===== config.mk =====
export PLATFORM = sky130hd
export DESIGN_NAME = pwm_duty_decoder
export DESIGN_NICKNAME = d
export VERILOG_FILES = /design/src/rtl/pwm_duty_decoder.sv
export SDC_FILE = /design/constraint.sdc
export NUM_CORES = 1
export LEC_CHECK = 0
export CAP_MARGIN = 20
export CORE_AREA = 2 2 94 96
export DETAILED_ROUTE_END_ITERATION = 8
export DIE_AREA = 0 0 96 98
export RECOVER_POWER = 25
export SLEW_MARGIN = 20
export SYNTH_ARGS = -nofsm -noshare
export SYNTH_HDL_FRONTEND = slang
export SYNTH_SLANG_ARGS = --single-unit

===== constraint.sdc =====
create_clock -name clk -period 4.58 [get_ports clk]
set_input_delay 0.916 -clock clk [delete_from_list [all_inputs] [get_ports clk]]
set_output_delay 0.916 -clock clk [all_outputs]
set_load 0.1 [all_outputs]

===== src/rtl/pwm_duty_decoder.sv =====
// rtl/pwm_duty_decoder.sv - per-window on-time decoder for three active-low RGB PWM pins (optional PWM_DUTY_DECODER_CHANGE_DET_EN)
module pwm_duty_decoder #(
    parameter int PWM_INTERVAL = 1800,
    parameter int TOLERANCE    = 8,
    localparam int DUTY_W      = $clog2(PWM_INTERVAL + 1)
) (
    input  logic              clk,
    input  logic              rst,
    input  logic              RGB_R_IN,
    input  logic              RGB_G_IN,
    input  logic              RGB_B_IN,
    output logic [DUTY_W-1:0] duty_r,
    output logic [DUTY_W-1:0] duty_g,
    output logic [DUTY_W-1:0] duty_b,
    output logic              valid,
    output logic              change
);

    localparam int CNT_W = (PWM_INTERVAL > 1) ? $clog2(PWM_INTERVAL) : 1;
    localparam logic [CNT_W-1:0] CNT_LAST = CNT_W'(PWM_INTERVAL - 1);

    if (PWM_INTERVAL < 2 || TOLERANCE < 0) begin : g_param_check
        $error("pwm_duty_decoder: PWM_INTERVAL must be >= 2 and TOLERANCE >= 0");
    end

    typedef enum logic {
        WARMUP = 1'b0,
        RUN    = 1'b1
    } state_t;

    state_t state_q;
    state_t state_d;

    // Pin vectors are ordered {r, g, b}; the synchronizer idles high (LED off).
    logic [2:0] pin_meta;
    logic [2:0] pin_sync;
    logic       act_r;
    logic       act_g;
    logic       act_b;

    logic [CNT_W-1:0]  win_cnt;
    logic              win_end;
    logic              run_end;
    logic              warm_end;

    logic [DUTY_W-1:0] acc_r;
    logic [DUTY_W-1:0] acc_g;
    logic [DUTY_W-1:0] acc_b;
    logic [DUTY_W-1:0] new_r;
    logic [DUTY_W-1:0] new_g;
    logic [DUTY_W-1:0] new_b;

    assign act_r   = ~pin_sync[2];
    assign act_g   = ~pin_sync[1];
    assign act_b   = ~pin_sync[0];
    assign win_end = (win_cnt == CNT_LAST);

    // Final cycle of the window is still in the accumulator's adder, so fold it in here.
    assign new_r = acc_r + {{(DUTY_W-1){1'b0}}, act_r};
    assign new_g = acc_g + {{(DUTY_W-1){1'b0}}, act_g};
    assign new_b = acc_b + {{(DUTY_W-1){1'b0}}, act_b};

    // Two-flop synchronizer for the asynchronous pin inputs.
    always_ff @(posedge clk) begin
        if (rst) begin
            pin_meta <= 3'b111;
            pin_sync <= 3'b111;
        end else begin
            pin_meta <= {RGB_R_IN, RGB_G_IN, RGB_B_IN};
            pin_sync <= pin_meta;
        end
    end

    // Free-running window counter; count 0 is the first cycle out of reset.
    always_ff @(posedge clk) begin
        if (rst) begin
            win_cnt <= '0;
        end else if (win_end) begin
            win_cnt <= '0;
        end else begin
            win_cnt <= win_cnt + 1'b1;
        end
    end

    // State register.
    always_ff @(posedge clk) begin
        if (rst) begin
            state_q <= WARMUP;
        end else begin
            state_q <= state_d;
        end
    end

    // Next state and window-end qualifiers; the first window only flushes synchronizer fill.
    always_comb begin
        state_d  = state_q;
        run_end  = 1'b0;
        warm_end = 1'b0;
        case (state_q)
            WARMUP: begin
                if (win_end) begin
                    warm_end = 1'b1;
                    state_d  = RUN;
                end
            end
            RUN: begin
                run_end = win_end;
            end
            default: begin
                state_d = WARMUP;
            end
        endcase
    end

    // On-time accumulators, cleared at every window end regardless of state.
    always_ff @(posedge clk) begin
        if (rst || win_end) begin
            acc_r <= '0;
            acc_g <= '0;
            acc_b <= '0;
        end else begin
            acc_r <= new_r;
            acc_g <= new_g;
            acc_b <= new_b;
        end
    end

    // Publish duty counts and the valid strobe at each RUN window end.
    always_ff @(posedge clk) begin
        if (rst) begin
            duty_r <= '0;
            duty_g <= '0;
            duty_b <= '0;
            valid  <= 1'b0;
        end else begin
            valid <= run_end;
            if (run_end) begin
                duty_r <= new_r;
                duty_g <= new_g;
                duty_b <= new_b;
            end
        end
    end

`ifdef PWM_DUTY_DECODER_CHANGE_DET_EN
    logic [DUTY_W-1:0] prev_r;
    logic [DUTY_W-1:0] prev_g;
    logic [DUTY_W-1:0] prev_b;
    logic              prev_seen;
    logic              moved_any;

    // Unsigned magnitude of the difference, one bit wider so it never wraps.
    function automatic logic moved(input logic [DUTY_W-1:0] a, input logic [DUTY_W-1:0] b);
        logic [DUTY_W:0] ea;
        logic [DUTY_W:0] eb;
        logic [DUTY_W:0] mag;
        ea  = {1'b0, a};
        eb  = {1'b0, b};
        mag = (ea >= eb) ? (ea - eb) : (eb - ea);
        return (32'(mag) > TOLERANCE);
    endfunction

    assign moved_any = moved(new_r, prev_r) | moved(new_g, prev_g) | moved(new_b, prev_b);

    // Compare each report against the previous one; the first report has no reference.
    always_ff @(posedge clk) begin
        if (rst) begin
            prev_r    <= '0;
            prev_g    <= '0;
            prev_b    <= '0;
            prev_seen <= 1'b0;
            change    <= 1'b0;
        end else begin
            change <= run_end & prev_seen & moved_any;
            if (run_end) begin
                prev_r    <= new_r;
                prev_g    <= new_g;
                prev_b    <= new_b;
                prev_seen <= 1'b1;
            end
        end
    end
`else
    assign change = 1'b0;
`endif

    logic unused_warm;
    assign unused_warm = warm_end;

endmodule


==> results of run 1 <==
through the flow:
stage	hold WS, ns	instance area, sq um	instances
6_report	0.412	3880	486
3_5_place_dp	0.399	3690	470
2_1_floorplan	0.389	3300	339
4_1_cts	0.417	3880	486
3_3_place_gp	0.392	3690	470
5_1_grt	0.429	3880	486
area by class of cell:
cell class | count | area [sq um] | area share
sequential | 85 | 1700 | 0.438
multi-input combinational | 234 | 1450 | 0.374
timing repair buffer | 40 | 392 | 0.101
clock buffer | 12 | 145 | 0.0374
tap | 108 | 135 | 0.0348
clock inverter | 4 | 47.5 | 0.0122
inverter | 3 | 11.3 | 0.00290
final timing paths:
| kind | to | from | slack [ns] | cells after the start |
|---|---|---|---|---|
| min | pin_sync[1]$_SDFF_PP1_ | pin_meta[1]$_SDFF_PP1_ | 0.41 | 1 |
| min reg2reg | pin_sync[1]$_SDFF_PP1_ | pin_meta[1]$_SDFF_PP1_ | 0.41 | 1 |
| max | win_cnt[6]$_SDFF_PP0_ | rst | 1.26 | 5 |
| max reg2reg | duty_b[5]$_SDFFE_PP0P_ | win_cnt[0]$_SDFF_PP0_ | 2.60 | 5 |
cells in the final DEF, fill, tap and decap left out, drive strengths merged, types with 2 or more instances in the layout:
cell,Yosys,routed
a211oi,27,27
a21oi,6,6
and2,7,7
and3,2,2
and4,4,4
clkbuf,4,13
clkdlybuf4s50,0,38
clkinv,0,2
dfxtp,85,85
ha,7,7
inv,3,3
nand2,29,29
nand3,14,14
nand4,8,8
nor2,74,74
nor3,7,7
nor4,3,3
or2,7,7
xnor2,19,19
xor2,17,17
power groups by stage:
stage | Sequential (uW) | Clock (uW) | Combinational [uW]
3_3_place_gp | 766 | 0 | 33.4
6_report | 748 | 513 | 32.6
4_1_cts | 749 | 531 | 33.7
2_1_floorplan | 765 | 0 | 29.6
3_5_place_dp | 766 | 0 | 33.5
5_1_grt | 749 | 563 | 36.6
cell families after synthesis:
logic type / synth area share
compound gates: 0.0767
fa+ha+maj: 0.0266
xor+xnor: 0.0957
other cells: 0.00114
flops: 0.516
simple gates: 0.239
buf+inv: 0.0444
registers in the layout (all words and copies together), names as in the netlist:
signal	cells
duty_b	11
acc_b	11
acc_g	11
duty_g	11
pin_sync	3
duty_r	11
valid	1
pin_meta	3
state_q	1
acc_r	11
win_cnt	11
routing by layer:
| layer | routed length (um) | vias to the layer above | share of wire | GRT usage |
|---|---|---|---|---|
| li1 | - | 1208 | - | - |
| met1 | 2770 | 1037 | 0.50 | 0.168 |
| met2 | 2530 | 29 | 0.46 | 0.200 |
| met3 | 173 | 6 | 0.031 | 0.0293 |
| met4 | 59 | 0 | 0.011 | 0.0593 |
| met5 | 0 | - | 0 | 0 |
critical path, stage by stage:
cell	delay, ns
clkdlybuf4s50_1	0.45
clkbuf_1	1.30
or2_1	0.31
buf_4	0.45
nor2_1	0.10
==> key figures, run 1 <==
CTS
  • Post-CTS resize count: 0
  • CTS buffer count: 9
  • Setup repair bufs after CTS: 0
  • # H-tree levels: 3
  • Later-pin clock latency in the skew report: approximately 0.34 ns
  • Root buffer cell: clkbuf_8
  • CTS Buffer Depth: 2
  • Clock sink count: 85
  • Hold_buf cts: 0
  • CTS tree: done
  • Clock Pin Slew Worst Setup and Hold Paths: ~0.08 ns

Pwr
  • Peak supply drop: about 0.00018 V
  • Sw Share: 0.211
  • Leakage: approximately 0.0013 uW
  • Design Power: 1290 uW
  • Pint: around 1000 uW
  • Clock Power Share: 0.396
  • Flop pwr share: 0.578
  • Pwr dens: around 330 nW/um^2
  • Switching power: roughly 270 uW
  • Combinational share of power: 0.025

STA
  • Fmax: roughly 0.30 GHz
  • RSZ-0062 raised after global routing: false
  • Setup TNS Final: 0 ns
  • Clock skew: about 0.0078 ns
  • Max Slew Vio Count: 44
  • Crit share post-route: 0.726
  • Worst-Margin Slew: roughly 1.8 ns
  • Min Tclk post-route: approximately 3.3 ns
  • Slew Limit Headroom: -0.210
  • Hold Fails Final Rpt: 0
  • Worst setup margin: around 1.3 ns
  • Final setup fails: 0

Die
  • Die Y: 98 um
  • Core area: 8470 sq um
  • Row count: 34
  • # IOs: 40
  • Starting Density: 0.389
  • Die ar.: between 9000 and 10000 sq um
  • Width of the die: approximately 96 um

Synth
  • Ys async rst share: 0
  • EDFF count, synth: 0
  • Synth top area share: 0.516
  • Unique masters post-synth: 30
  • Syn Area/Cell: 9.72 sq um
  • Synthesized cell area: 3300 sq um
  • Syn. warnings: 0
  • Commonest cells post-synth: dfxtp_1, nor2_1, nand2_1
  • Synth top area cells: dfxtp_1, nor2_1, a211oi_1, xnor2_1, xor2_1
  • Synthesized instance count: approximately 340
  • Most numerous cell in the Yosys netlist: dfxtp_1
  • Post-synth top area cell: dfxtp_1
  • Flops & latches, synth: 85
  • Syn Nets: 351
  • Ys flop type: dfxtp_1
  • Register area share after synthesis: 0.516

Critical path
  • Arrival time worst endpoint: about 3.5 ns
  • Worst setup SP type: input port
  • Crit path kind: in2reg
  • Worst Path Max Fanout: 43
  • Critical Path RT: around 4.8 ns
  • CP endpoint kind: flip-flop

Placed design
  • Dpl ws: approximately 1.9 ns
  • GPL Wtd Cong: 0.818
  • IO Port Bufs: 38
  • DP Wirelength: around 3800 um

Final layout
  • Share of layout cells above drive strength 1: 0.0979
  • Antenna Cells: 0
  • Area grow syn2layout: 17.8%
  • Final core occ: 0.459
  • # fillers: approximately 820
  • Layout Nets: 385

Run status
  • Violated checks: capacitance limit, slew limit
  • Outcome: complete, but fails checks

Route
  • Routed wire per std cell: about 11 um
  • Drt pass-1 iters: 4
  • Drt drc: 0
  • Detailed Route WL: 5530 um
  • DR vias/cell: around 4.7
  • Via count: ~2300
  • DR iter-0 viols: 69
  • Post-route ant nets: 0

Global routing
  • Global route overflow: 0
  • Largest net degree at the start of global routing: 61
  • Number of global-route vias before repair: 2185
  • GRT Resource Usage Total: 0.129
  • First-pass GRT wire length: roughly 9700 um
  • Initial antenna violation count: 0

Hold path
  • Worst Hold Class: reg2reg

Run
  • Max-cap violations: 1
Power figures use the tool's default switching activity.
==> inputs of run 2 (changes only) <==
Clock period 4.58 ns to 3 ns, I/O delays scaled along.
==> key figures, run 2 (synthesis gave the netlist of run 1 again) <==
Route
  • Drt drc: 0
  • Drt pass-1 iters: 5
  • Post-route ant nets: 0
  • DR iter-0 viols: just over 70
  • Detailed Route WL: approximately 5900 um
  • DR vias/cell: ~4.7
  • Via count: 2314
  • Routed wire per std cell: around 12 um

Global routing
  • Largest net degree at the start of global routing: 43
  • GRT Resource Usage Total: 0.135
  • Initial antenna violation count: 0
  • First-pass GRT wire length: a little under 10000 um
  • Number of global-route vias before repair: around 2200
  • Global route overflow: 0

Critical path
  • CP endpoint kind: output pin
  • Crit path max-delay cell type: clkbuf_1
  • Crit path kind: reg2out
  • Family with the most delay on the worst path: buffers and inverters
  • Critical path, cell by cell: clkbuf_1
  • Slowest Stage Delay on Critical Path: approximately 0.87 ns
  • Critical Path RT: 2.40 ns
  • Worst Path Max Fanout: 2
  • CP bufs+invs: 1
  • Arrival time worst endpoint: about 1.6 ns
  • Worst setup SP type: flip-flop

Die
  • Die Y: ~100 um
  • Starting Density: 0.389
  • Die ar.: approximately 9400 sq um
  • Width of the die: between 90 and 100 um
  • # IOs: 40
  • Core area: 8470 sq um
  • Row count: 34

STA
  • Min Tclk post-route: between 2 and 2.5 ns
  • Worst-Margin Slew: about 1.2 ns
  • Crit share post-route: 0.721
  • RSZ-0062 raised after global routing: false
  • Setup TNS Final: 0 ns
  • Fmax: between 0.4 and 0.5 GHz
  • Worst setup margin: around 0.84 ns
  • Max Slew Vio Count: 0
  • Hold Fails Final Rpt: 0
  • Slew Limit Headroom: 0.218
  • Final setup fails: 0
  • Clock skew: 0.00730 ns

Placed design
  • Area after DPL: 3630 sq um
  • DP Wirelength: just over 4000 um
  • IO Port Bufs: 38
  • Dpl ws: approximately 0.78 ns
  • GPL Wtd Cong: approximately 0.73
  • Placed Cells: approximately 470

CTS
  • CTS tree: done
  • Root buffer cell: clkbuf_8
  • # H-tree levels: 3
  • CTS buffer count: 9
  • CTS Buffer Depth: 2
  • Later-pin clock latency in the skew report: ~0.35 ns
  • Setup repair bufs after CTS: 0
  • Clock Pin Slew Worst Setup and Hold Paths: approximately 0.080 ns
  • Post-CTS resize count: 0
  • Hold_buf cts: 0
  • Clock sink count: 85

Final layout
  • Cell area after layout: 3740 sq um
  • Most common cell after layout, fill and taps aside: dfxtp_1
  • Share of layout cells above drive strength 1: 0.121
  • Layout Nets: roughly 390
  • Antenna Cells: 0
  • Most frequent cells in the layout: dfxtp_1, nor2_1, clkbuf_1
  • Area grow syn2layout: 13.4%
  • Finished Layout Cells: slightly below 500

Pwr
  • Leakage: ~0.0013 uW
  • Peak supply drop: 0.000248 V
  • Pwr dens: about 540 nW/um^2

Run status
  • Outcome: complete, no violations

Run
  • Max-cap violations: 0

Hold path
  • Worst Hold Class: reg2reg
run 2: changes by cell type in the layout (fill, tap and decap cells not counted):
cell,change
clkdlybuf4s50_1,-34
buf_12,+1
buf_4,+7
and2_0,-3
and2_1,+3
clkbuf_8,+2
and4_2,+1
clkinv_2,-1
clkbuf_1,+27
and4_4,-1
run 2: path summary, 6_finish.rpt:
path / from / endpoint / slack [ns] / depth (start not counted)
max: duty_r[3]$_SDFFE_PP0P_ / duty_r[3] / 0.84 / 1
min: pin_meta[1]$_SDFF_PP1_ / pin_sync[1]$_SDFF_PP1_ / 0.41 / 1
max reg2reg: win_cnt[0]$_SDFF_PP0_ / duty_r[3]$_SDFFE_PP0P_ / 0.92 / 6
min reg2reg: pin_meta[1]$_SDFF_PP1_ / pin_sync[1]$_SDFF_PP1_ / 0.41 / 1
run 2: where the power goes:
part | internal [uW] | switching (uW)
Combinational | 17.9 | 35.6
Clock | 452 | 387
Sequential | 1140 | 5.39
run 2: metrics by stage:
stage	util	hold slack, ns	power [uW]
after floorplan	-	0.389	1210
after global routing	0.441	0.430	2120
after global placement	0.429	0.392	1220
final	0.441	0.411	2040
after CTS	0.454	0.412	2060
after detailed placement	0.429	0.392	1220
run 2: layer usage:
metal  global-route usage  wire [um]  vias to the layer above
met5                    0          0                        -
met4               0.0396         70                        0
met2                0.199       2590                       38
met3               0.0478        264                        6
met1                0.185       2960                     1056
li1                     -          -                     1214
run 2: layout make-up:
type	count	area [sq um]
clock buffer	13	169
clock inverter	3	42.5
sequential	85	1700
tap	108	135
fill	862	4730
multi-input combinational	234	1450
timing repair buffer	42	229
inverter	3	11.3
